`src/rtl/ex_muldiv.sv`:
```
// Iterative HI/LO multiply/divide unit: radix-2 shift-add multiply, restoring divide.
// Define EX_MULDIV_SIGNED_EN to build signed MULT/DIV; otherwise they alias MULTU/DIVU.
module ex_muldiv #(
  parameter int WIDTH = 32,
  parameter int CNT_W = 6
) (
  input  logic             CLK,
  input  logic             RST,
  input  logic             start,
  input  logic [2:0]       mdop,
  input  logic [WIDTH-1:0] Rdata1,
  input  logic [WIDTH-1:0] Rdata2,
  output logic             busy,
  output logic             done,
  output logic             dbz,
  output logic [WIDTH-1:0] hi,
  output logic [WIDTH-1:0] lo
);

  typedef enum logic [1:0] {
    IDLE,
    MUL,
    DIV,
    FIN
  } state_t;

  localparam logic [CNT_W-1:0] LAST = CNT_W'(WIDTH - 1);

  state_t             state_q, state_d;
  logic [WIDTH-1:0]   hi_q, hi_d;
  logic [WIDTH-1:0]   lo_q, lo_d;
  logic [CNT_W-1:0]   cnt_q, cnt_d;
  logic               busy_q, busy_d;
  logic               done_q, done_d;
  logic               dbz_q, dbz_d;
  logic [WIDTH-1:0]   a_q, a_d;
  logic [2*WIDTH-1:0] p_q, p_d;

  logic [WIDTH-1:0]   m1, m2;
  logic [WIDTH:0]     sum;
  logic [2*WIDTH-1:0] mul_nx;
  logic [WIDTH:0]     rem_sh;
  logic               ge;
  logic [WIDTH-1:0]   r_new;
  logic [2*WIDTH-1:0] div_nx;
  logic [2*WIDTH-1:0] prod;
  logic [WIDTH-1:0]   quo, rem;

`ifdef EX_MULDIV_SIGNED_EN
  logic neg_q, neg_d;
  logic negr_q, negr_d;
  logic sgn, s1, s2;
`endif

  // Operand magnitudes; signed ops run unsigned and fix signs at the end
  always_comb begin
`ifdef EX_MULDIV_SIGNED_EN
    sgn = ~mdop[2] & ~mdop[0];
    s1  = sgn & Rdata1[WIDTH-1];
    s2  = sgn & Rdata2[WIDTH-1];
    m1  = s1 ? -Rdata1 : Rdata1;
    m2  = s2 ? -Rdata2 : Rdata2;
`else
    m1  = Rdata1;
    m2  = Rdata2;
`endif
  end

  always_comb begin
    sum    = {1'b0, p_q[2*WIDTH-1:WIDTH]} + {1'b0, a_q};
    mul_nx = p_q[0] ? {sum, p_q[WIDTH-1:1]}
                    : {1'b0, p_q[2*WIDTH-1:1]};
    rem_sh = {p_q[2*WIDTH-1:WIDTH], p_q[WIDTH-1]};
    ge     = rem_sh >= {1'b0, a_q};
    r_new  = ge ? (rem_sh[WIDTH-1:0] - a_q) : rem_sh[WIDTH-1:0];
    div_nx = {r_new, p_q[WIDTH-2:0], ge};
    prod   = mul_nx;
    quo    = div_nx[WIDTH-1:0];
    rem    = div_nx[2*WIDTH-1:WIDTH];
`ifdef EX_MULDIV_SIGNED_EN
    if (neg_q) begin
      prod = -mul_nx;
      quo  = -div_nx[WIDTH-1:0];
    end
    if (negr_q) rem = -div_nx[2*WIDTH-1:WIDTH];
`endif
  end

  always_comb begin
    state_d = state_q;
    hi_d    = hi_q;
    lo_d    = lo_q;
    cnt_d   = cnt_q;
    busy_d  = busy_q;
    done_d  = 1'b0;
    dbz_d   = 1'b0;
    a_d     = a_q;
    p_d     = p_q;
`ifdef EX_MULDIV_SIGNED_EN
    neg_d   = neg_q;
    negr_d  = negr_q;
`endif
    case (state_q)
      IDLE: begin
        if (start) begin
          case (mdop)
            3'd0, 3'd1: begin
              state_d = MUL;
              busy_d  = 1'b1;
              cnt_d   = '0;
              a_d     = m1;
              p_d     = {{WIDTH{1'b0}}, m2};
`ifdef EX_MULDIV_SIGNED_EN
              neg_d   = s1 ^ s2;
`endif
            end
            3'd2, 3'd3: begin
              busy_d = 1'b1;
              if (Rdata2 == '0) begin
                state_d = FIN;
                done_d  = 1'b1;
                dbz_d   = 1'b1;
                hi_d    = Rdata1;
                lo_d    = '1;
              end else begin
                state_d = DIV;
                cnt_d   = '0;
                a_d     = m2;
                p_d     = {{WIDTH{1'b0}}, m1};
`ifdef EX_MULDIV_SIGNED_EN
                neg_d   = s1 ^ s2;
                negr_d  = s1;
`endif
              end
            end
            3'd4:    hi_d = Rdata1;
            3'd5:    lo_d = Rdata1;
            default: ;
          endcase
        end
      end
      MUL: begin
        p_d   = mul_nx;
        cnt_d = cnt_q + 1'b1;
        if (cnt_q == LAST) begin
          state_d      = FIN;
          done_d       = 1'b1;
          {hi_d, lo_d} = prod;
        end
      end
      DIV: begin
        p_d   = div_nx;
        cnt_d = cnt_q + 1'b1;
        if (cnt_q == LAST) begin
          state_d = FIN;
          done_d  = 1'b1;
          hi_d    = rem;
          lo_d    = quo;
        end
      end
      default: begin
        state_d = IDLE;
        busy_d  = 1'b0;
      end
    endcase
  end

  always_ff @(posedge CLK) begin
    if (RST) begin
      state_q <= IDLE;
      hi_q    <= '0;
      lo_q    <= '0;
      cnt_q   <= '0;
      busy_q  <= 1'b0;
      done_q  <= 1'b0;
      dbz_q   <= 1'b0;
      a_q     <= '0;
      p_q     <= '0;
`ifdef EX_MULDIV_SIGNED_EN
      neg_q   <= 1'b0;
      negr_q  <= 1'b0;
`endif
    end else begin
      state_q <= state_d;
      hi_q    <= hi_d;
      lo_q    <= lo_d;
      cnt_q   <= cnt_d;
      busy_q  <= busy_d;
      done_q  <= done_d;
      dbz_q   <= dbz_d;
      a_q     <= a_d;
      p_q     <= p_d;
`ifdef EX_MULDIV_SIGNED_EN
      neg_q   <= neg_d;
      negr_q  <= negr_d;
`endif
    end
  end

  assign busy = busy_q;
  assign done = done_q;
  assign dbz  = dbz_q;
  assign hi   = hi_q;
  assign lo   = lo_q;

endmodule

```
`config.mk`:
```
export PLATFORM = sky130hd
export DESIGN_NAME = ex_muldiv
export DESIGN_NICKNAME = d
export VERILOG_FILES = /design/src/rtl/ex_muldiv.sv
export SDC_FILE = /design/constraint.sdc
export NUM_CORES = 1
export LEC_CHECK = 0
export BUFFER_PORTS_ARGS = -buffer_cell sky130_fd_sc_hd__buf_2
export CAP_MARGIN = 20
export CORE_MARGIN = 4
export CORE_UTILIZATION = 45
export CTS_BUF_LIST = sky130_fd_sc_hd__clkbuf_4 sky130_fd_sc_hd__clkbuf_8 sky130_fd_sc_hd__clkbuf_16
export DETAILED_ROUTE_END_ITERATION = 8
export HOLD_SLACK_MARGIN = 0.06
export SETUP_SLACK_MARGIN = 0.15
export SKIP_CTS_REPAIR_TIMING = 1
export SLEW_MARGIN = 0
export SYNTH_ARGS = -nofsm -noshare
export SYNTH_HDL_FRONTEND = slang
export SYNTH_SLANG_ARGS = --single-unit
```
`constraint.sdc`:
```
create_clock -name CLK -period 6.5 [get_ports CLK]
set_input_delay 0.975 -clock CLK [delete_from_list [all_inputs] [get_ports CLK]]
set_output_delay 0.975 -clock CLK [all_outputs]
set_load 0.03 [all_outputs]
```
======== Word-level counts from Yosys, hierarchy flattened ========
Index checks and enable logic that the tools add are counted.
storage, ports and cells
  latch bits .............................. 0
  register bits after elaboration ......... 171
  memories ................................ 0
  ROM bits ................................ 0
  output and inout bits ................... 67
  memory bits (writable) .................. 0
operators by class
  add/sub/neg operators ................... 3
  order comparisons ....................... 1
  bitwise logic cells ..................... 2
  $mul .................................... 0
  mux-type cells .......................... 37
  shifts and indexed selects .............. 0
  eq/ne operators ......................... 19
  divide/modulo/power cells ............... 0
  reduce and logical (&&, ||, !) cells .... 18
operators with widths
  cell                   count
  $mux W32               10
  $mux W64               3
  $pmux W32 S2           3
  $pmux W32 S3           2
  $pmux W64 S3           1
  $pmux W64 S2           1
  $add A32 B32 Y33       1
  $ge A33 B32 Y1         1
  $logic_not A32 Y1      1
  $sub A32 B32 Y32       1
  $pmux W6 S2            2
  $mux W6                2
  $reduce_and A4 Y1      3
  $reduce_and A6 Y1      2
  $ne A2 B2 Y1 const B   5
  $ne A3 B1 Y1 const B   3
  $pmux W2 S2            2
  $reduce_or A2 Y1       4
  $mux W1                7
  $add A6 B1 Y6 const B  1
  $eq A3 B2 Y1 const B   2
  $eq A3 B3 Y1 const B   2
  $eq A6 B5 Y1 const B   1
  $ne A3 B3 Y1 const B   2
  13 further kinds       18

======== Longest topological paths before layout ========
Gate-level depths: netlist of the first run.
  depth after elaboration ................. 5
  mapped depth ............................ 15
  mapped depth without buffers ............ 14

======== Least setup slack after synthesis of the first run ========
OpenSTA, ideal clock, no wires.
  path kind ............................... register -> register
  start point ............................. reg p_q[32]
  end point ............................... reg hi_q[17] (netlist: hi[17])
  setup time .............................. 0.091 ns
  path slack .............................. 3.680 ns
  cell stages (with the launch flop) ...... 13
  arrival ................................. 2.729 ns
  period minus slack after synthesis ...... 2.820 ns
  path through ............................ dfxtp_1 ha_1 fa_1 a211oi_1 o21a_1 a211oi_2 o21ai_2 o21bai_1 a21boi_1 xnor2_1 mux2i_1 o22a_1 a311oi_1
on the way
  word-level cells in the longest chain between the ends .. 4
RTL lines
  what                                            line      source
  from (decl)                                     37        logic [2*WIDTH-1:0] p_q, p_d;
  from (signal assigned)                          192       p_q <= p_d;
  $sub A32 B32 Y32, or another cell as far along  75        r_new = ge ? (rem_sh[WIDTH-1:0] - a_q) : rem_sh[WIDTH-1:0];
  $mux W32 / $mux W64 (equally long branches)     75, 71
  $mux W32 (on tied branches)                     154, 145
  $pmux W32 S3 (*)                                103       case (state_q)
  to (signal assigned)                            185       hi_q <= hi_d;
  to (decl)                                       30        logic [WIDTH-1:0] hi_q, hi_d;
Mark *: on every way between the ends. The rest lies on a longest branch, timed or not. The select of a mux whose other input is x is not followed.
A chain may end at the register's enable or synchronous reset.

======== Worst setup path after layout of the first run ========
  start point ............................. reg a_q[5]
  end point ............................... reg hi_q[7] (netlist: hi[7])
on the way
  word-level cells in the longest chain between the ends .. 4
RTL lines
  what                                            line      source
  from (decl)                                     36        logic [WIDTH-1:0] a_q, a_d;
  from (signal assigned)                          177       a_q <= '0;
  from (signal assigned)                          191       a_q <= a_d;
  $sub A32 B32 Y32, or another cell as far along  75
  $mux W32 / $mux W64 (equally long branches)     75, 71
  $mux W32 (on tied branches)                     154, 145
  $pmux W32 S3 (*)                                103
Marks and branches as above.

==> impl_metrics.ini, run 1 <==
[status]
outcome = finished, final reports clean

[critical_path]
critPathRequiredTime_ns = 6.78
start_kind = flop
crit_path_max_fanout = 35
path_class = flop to flop
end_kind = flop
crit_arrival_ns = 4.26

[sta]
setup_tns_ns = 0
maxSlewHeadroom_pct = 31.51
rsz0062_at_grt = false
hold_slack_ns = 0.4765
fmax_mhz = 251.3
hold_viol_final = 0
finalSetupViolations = 0
final-max-slew-violation-count = 0
clock_skew_ns = 0.01414
final.min_clock_period_ns = 3.979
worst_slack_ns = 2.521
period_share_pct = 61.21
tightest_slew_ns = 1.027

[route]
viasPerCell = 6.078
dr.first_iter.drc_count = 915
drc = 0
postRouteAntennaNets = 0
dr.pass1.iters = 5
wl_per_cell_microns = 20.60
vias = 12040
drt_wl_total_microns = 40800

[die]
fp.dieH_microns = 172.9
initial_utilization_pct = 45.55
rows = 60
ioPinCount = 137
core_area_sq_um = 26880
dieArea_sq_um = 29910
die_w_microns = 172.9

[hold_path]
min_path_type = flop to flop

[pwr]
p_per_area_nw_per_um2 = 502.8
leakage_nw = 5.469
p_total_mw = 6.813
ir_drop_uv = 293.1

[cts]
cts_tree = yes
clkLatencyLatePin_ns = 0.43
cts_sinks = 171
htreeDepth = 4
clockBufferDepth = 2
cts-root-buf = clkbuf_16
cts_buffers = 17
path_clk_slew_ns = 0.07

[synthesis]
syn_inst = 1570
synth-edff-count = 0
synth.avg_cell_area_sq_um = 7.797
async_flop_share_pct = 0
synth_cell_type_count = 85
synth.yosys.seq_area_share_pct = 27.96
netlist_area_sq_um = 12240
synth.net_count = 1711
synth_ff_type = dfxtp_1
synth.ff_latch_count = 171
yosys_warnings = 0

[global_routing]
grt_pass1_vias = 11120
antenna_found_initial = 0
grt_usage_pct = 26.32
grt_pass1_wl_microns = 64070
grt_overflow_total = 0
grt_max_degree = 81

[place]
dp_slack_ns = 2.168
hpwl_microns = 30620
io_buffers = 136
place.gp.congestion = 0.9168

[cells_and_area]
final_cell_mix = nor2_1 (189), dfxtp_1 (171), nand2_1 (147)
final_net_count = 1767
layout_commonest_cell = nor2_1
drive_above_1_share_pct = 15.44
area_growth_pct = 10.68
fin_util_pct = 50.41
fillCellCount = 2725

[run]
max-cap-violations = 0
worst paths after layout:
path	from	end	slack, ns	cells past startpoint
worst min register to register	p_q[2]	p_q[2]	0.48	2
worst max-delay path	a_q[5]	hi[7]	2.52	11
worst max register to register	a_q[5]	hi[7]	2.52	11
worst min-delay path	p_q[2]	p_q[2]	0.48	2
state kept, by name, summed over array words and instances (netlist names):
register / count
a_q: 32
p_q: 64
busy: 1
state_q: 2
cnt_q: 6
dbz: 1
done: 1
lo: 32
hi: 32
routing by layer:
layer	vias up	global-route usage [%]	share of wire, %
li1	5905	-	-
met2	422	38.87	42
met3	44	4.001	6.2
met1	5670	40.27	50
met5	-	0	0
met4	0	6.152	1.8
final cells by class:
cell class                      instances  area (sq um)  area share [%]
Clock buffer                           18         439.2           3.241
Clock inverter                         14         135.1          0.9973
Timing Repair Buffer                  151         803.3           5.929
Inverter                               57         214.0           1.579
Tap cell                              341         426.7           3.149
Antenna cell                            1         2.502         0.01847
Multi-Input combinational cell       1228          8105           59.82
Sequential cell                       171          3423           25.27
Yosys cell counts (all sizes together), types with 11 or more instances:
cell type  instances  area (sq um)
o211ai            35         262.8
nand3             23         115.1
buf               26         156.4
nand2            147         551.8
ha                69         863.3
xnor2             34         297.8
a21oi            139         714.4
a311oi            23         207.7
inv               56         210.2
xor2              18         157.7
o21a              13         97.59
a21o              28         211.5
and2              12         80.08
a211oi            93         713.2
dfxtp            171          3423
nand4             14         87.58
a31oi             22         152.7
clkbuf            87         392.9
a221o             33         330.3
o21ai            111         563.0
and3              15         100.1
nor3              22         110.1
nor2             189         709.4
o22ai             11         68.82
mux2i             46         460.4
mux2              27         304.0
power breakdown:
| part | internal (mW) | leakage (nW) | switching (mW) |
|---|---|---|---|
| clock network | 0.546 | 0.276 | 0.450 |
| registers | 1.36 | 1.40 | 0.309 |
| logic | 1.47 | 3.79 | 2.68 |
| total | 3.37 | 5.47 | 3.44 |
worst max-delay path, cell delays in order (launching register included):
cell and delay (ns):
dfxtp_1 0.43, inv_1 0.07, ha_1 0.37, nand4_1 0.22
o22ai_1 0.16, o31ai_1 0.62, a31oi_1 0.25, o21bai_2 0.58
buf_4 0.44, o21ai_0 0.17, a31oi_1 0.37, a311oi_1 0.15
stage by stage:
stage | cells | area (sq um)
final | 1981 | 13550
after global routing | 1980 | 13550
after CTS | 1979 | 13530
after detailed placement | 1947 | 12960
after global placement | 1947 | 12960
after floorplan | 1570 | 12240
cells by family after synthesis:
logic type / Yosys count / share of synthesized area, %
compound gates: 561 / 31.28
xor+xnor: 52 / 3.720
fa+ha+maj: 71 / 7.379
buf+inv: 171 / 6.327
flops: 171 / 27.96
mux: 73 / 6.245
simple gates: 471 / 17.09
Note: power is estimated with default switching activity, not from simulation.
==> inputs of run 2 (changes only) <==
--- a/config.mk
+++ b/config.mk
@@ -5,6 +5,7 @@
 export SDC_FILE = /design/constraint.sdc
 export NUM_CORES = 1
 export LEC_CHECK = 0
+export ABC_AREA = 1
 export BUFFER_PORTS_ARGS = -buffer_cell sky130_fd_sc_hd__buf_2
 export CAP_MARGIN = 20
 export CORE_MARGIN = 4
@@ -12,6 +13,7 @@
 export CTS_BUF_LIST = sky130_fd_sc_hd__clkbuf_4 sky130_fd_sc_hd__clkbuf_8 sky130_fd_sc_hd__clkbuf_16
 export DETAILED_ROUTE_END_ITERATION = 8
 export HOLD_SLACK_MARGIN = 0.06
+export PLACE_DENSITY = 0.66
 export SETUP_SLACK_MARGIN = 0.15
 export SKIP_CTS_REPAIR_TIMING = 1
 export SLEW_MARGIN = 0
==> constraint.sdc (replaced) <==
create_clock -name CLK -period 3.4 [get_ports CLK]
set_input_delay 0.51 -clock CLK [delete_from_list [all_inputs] [get_ports CLK]]
set_output_delay 0.51 -clock CLK [all_outputs]
set_load 0.03 [all_outputs]
==> impl_metrics.ini, run 2 <==
[synthesis]
synthSimpleGateAreaFrac_pct = 36.46
synth_xor_area_share_pct = 1.291
synth.net_count = 2662
synthTopCellsByCount = nand2_1 (919), inv_1 (397), a21oi_1 (211)
synth-edff-count = 0
synth_fa_ha_area_share_pct = 6.341
synthMuxAreaShare_pct = 0
synth_top_family_by_area = simple AND/OR/NAND/NOR gates
synth-compound-area-share_pct = 17.46
synth.avg_cell_area_sq_um = 5.651
synth_top_cell_by_area = nand2_1
synth_cell_type_count = 46
netlist_area_sq_um = 14250
yosysMostFrequentCell = nand2_1
syn_inst = 2521
synth.ff_latch_count = 171
synth.yosys.seq_area_share_pct = 24.03
async_flop_share_pct = 0
synth_ff_type = dfxtp_1
yosys_warnings = 0
synth.area.top_cells = nand2_1 (24%), dfxtp_1 (24%), inv_1 (10%)
synth_top_area_share_pct = 24.21

[global_routing]
grt_overflow_total = 0
antenna_found_initial = 1
grt_pass1_wl_microns = 84610
grt_pass1_vias = 15110
grt_max_degree = 68
grt_usage_pct = 31.21

[route]
drc = 0
dr.pass1.iters = 6
postRouteAntennaNets = 0
vias = 16290
drt_wl_total_microns = 54230
wl_per_cell_microns = 17.98
dr.first_iter.drc_count = 1533
viasPerCell = 5.401

[status]
outcome = finished, final reports clean

[pwr]
p_per_area_nw_per_um2 = 1079
power_frac_seq_pct = 20.2
p_int_mw = 7.337
switching_power_mw = 9.786
leakage_nw = 8.308
ir_drop_uv = 929.5
switching_share_pct = 57.15
clockPowerShare_pct = 11.8
pwr-share-comb_pct = 68.0

[hold_path]
min_path_type = input port to flop
worstHoldPathCells = 3

[critical_path]
path_class = flop to flop
crit_arrival_ns = 3.21
start_kind = flop
critPathRequiredTime_ns = 3.69
end_kind = flop
crit_path_max_fanout = 33
reg2reg_depth = 13

[place]
place.gp.congestion = 1.017
io_buffers = 136
dp_slack_ns = 0.5580
hpwl_microns = 42610

[cts]
cts_buffers = 17
cts-root-buf = clkbuf_16
htreeDepth = 4
cts_sinks = 171
path_clk_slew_ns = 0.07
clockBufferDepth = 2
clkLatencyLatePin_ns = 0.44
cts_tree = yes

[cells_and_area]
fin_util_pct = 51.32
final_cell_mix = nand2_1 (919), inv_1 (396), a21oi_1 (211)
largest_reg_flops = 64
layout_commonest_cell = nand2_1
area_growth_pct = 11.33
fillCellCount = 3268
final_net_count = 2747
largest_register = p_q
drive_above_1_share_pct = 9.737

[die]
core_area_sq_um = 30910
fp.dieH_microns = 185.9
ioPinCount = 137
die_w_microns = 185.9
dieArea_sq_um = 34570
rows = 64
initial_utilization_pct = 46.09

[sta]
finalSetupViolations = 0
fmax_mhz = 342.6
final-max-slew-violation-count = 0
final.min_clock_period_ns = 2.919
setup_tns_ns = 0
hold_viol_final = 0
worst_slack_ns = 0.4808
period_share_pct = 85.86
rsz0062_at_grt = false
tightest_slew_ns = 0.9404
maxSlewHeadroom_pct = 37.30
clock_skew_ns = 0.01175

[run]
max-cap-violations = 0
[run 2: changes by cell type after synthesis, sizes merged, moves of 28 or more]
cell    previous run  this run
a221o             33         0
a211oi            93         2
nand2            147       928
o211ai            35         7
a21oi            139       214
mux2i             46         0
nand3             23       123
inv               56       412
o21ai            111       150
[run 2: cells by family (layout without fill, tap and decap cells)]
| family | after synthesis | in the layout |
|---|---|---|
| simple gates | 1272 | 1272 |
| buf+inv | 522 | 620 |
| compound gates | 464 | 464 |
| flops | 171 | 171 |
| fa+ha+maj | 71 | 71 |
| xor+xnor | 21 | 21 |
| other cells | 0 | 1 |
[run 2: path summary, 6_finish.rpt]
kind              slack, ns        from      end
setup reg to reg       0.48     a_q[21]  p_q[55]
hold / removal         0.35  Rdata1[14]  a_q[14]
setup / recovery       0.48     a_q[21]  p_q[55]
hold reg to reg        0.47     p_q[19]  p_q[19]
[run 2: cell type report]
| type | instances | area [sq um] | share of cell area [%] |
|---|---|---|---|
| Tap cell | 396 | 495.5 | 3.124 |
| Sequential cell | 171 | 3423 | 21.58 |
| Clock buffer | 20 | 454.2 | 2.863 |
| Clock inverter | 12 | 140.1 | 0.8835 |
| Antenna cell | 1 | 2.502 | 0.01578 |
| Timing Repair Buffer | 174 | 1003 | 6.326 |
| Multi-Input combinational cell | 1828 | 8787 | 55.40 |
| Inverter | 414 | 1555 | 9.805 |
[run 2: layer usage]
layer	routed length [microns]	track usage (%)	vias up
li1	-	-	8108
met4	1451	8.773	0
met5	0	0	-
met3	4323	5.179	80
met1	24900	45.13	7439
met2	23550	48.01	662
[run 2: power by group through the flow]
| stage | registers [mW] | logic, mW | clock network [mW] |
|---|---|---|---|
| 2_1_floorplan | 3.87 | 7.66 | 0 |
| 3_3_place_gp | 3.45 | 11.4 | 0 |
| 3_5_place_dp | 3.46 | 11.4 | 0 |
| 4_1_cts | 3.42 | 11.5 | 2.05 |
| 5_1_grt | 3.51 | 12.9 | 2.11 |
| 6_report | 3.46 | 11.6 | 2.03 |
[run 2: worst max-delay path, stage by stage (launching register included)]
cell and delay, ns:
dfxtp_1 0.44, inv_1 0.08, ha_1 0.37, nand2_1 0.16, nor2_1 0.30, nand2_1 0.17
nor3_4 0.17, nand2_4 0.24, nand2_8 0.32, nand2_1 0.09, nand3_1 0.12, nand2_1 0.07
nand2_1 0.14, a21oi_1 0.09
[run 2: per-stage QoR]
step / power, mW / hold WS, ns / cell area (sq um) / instances
3_3_place_gp: 14.85 / 0.4516 / 15260 / 2983
5_1_grt: 18.57 / 0.3490 / 15860 / 3016
4_1_cts: 16.94 / 0.3359 / 15860 / 3015
6_report: 17.12 / 0.3471 / 15860 / 3016
2_1_floorplan: 11.53 / 0.4436 / 14250 / 2521
3_5_place_dp: 14.86 / 0.4553 / 15260 / 2983
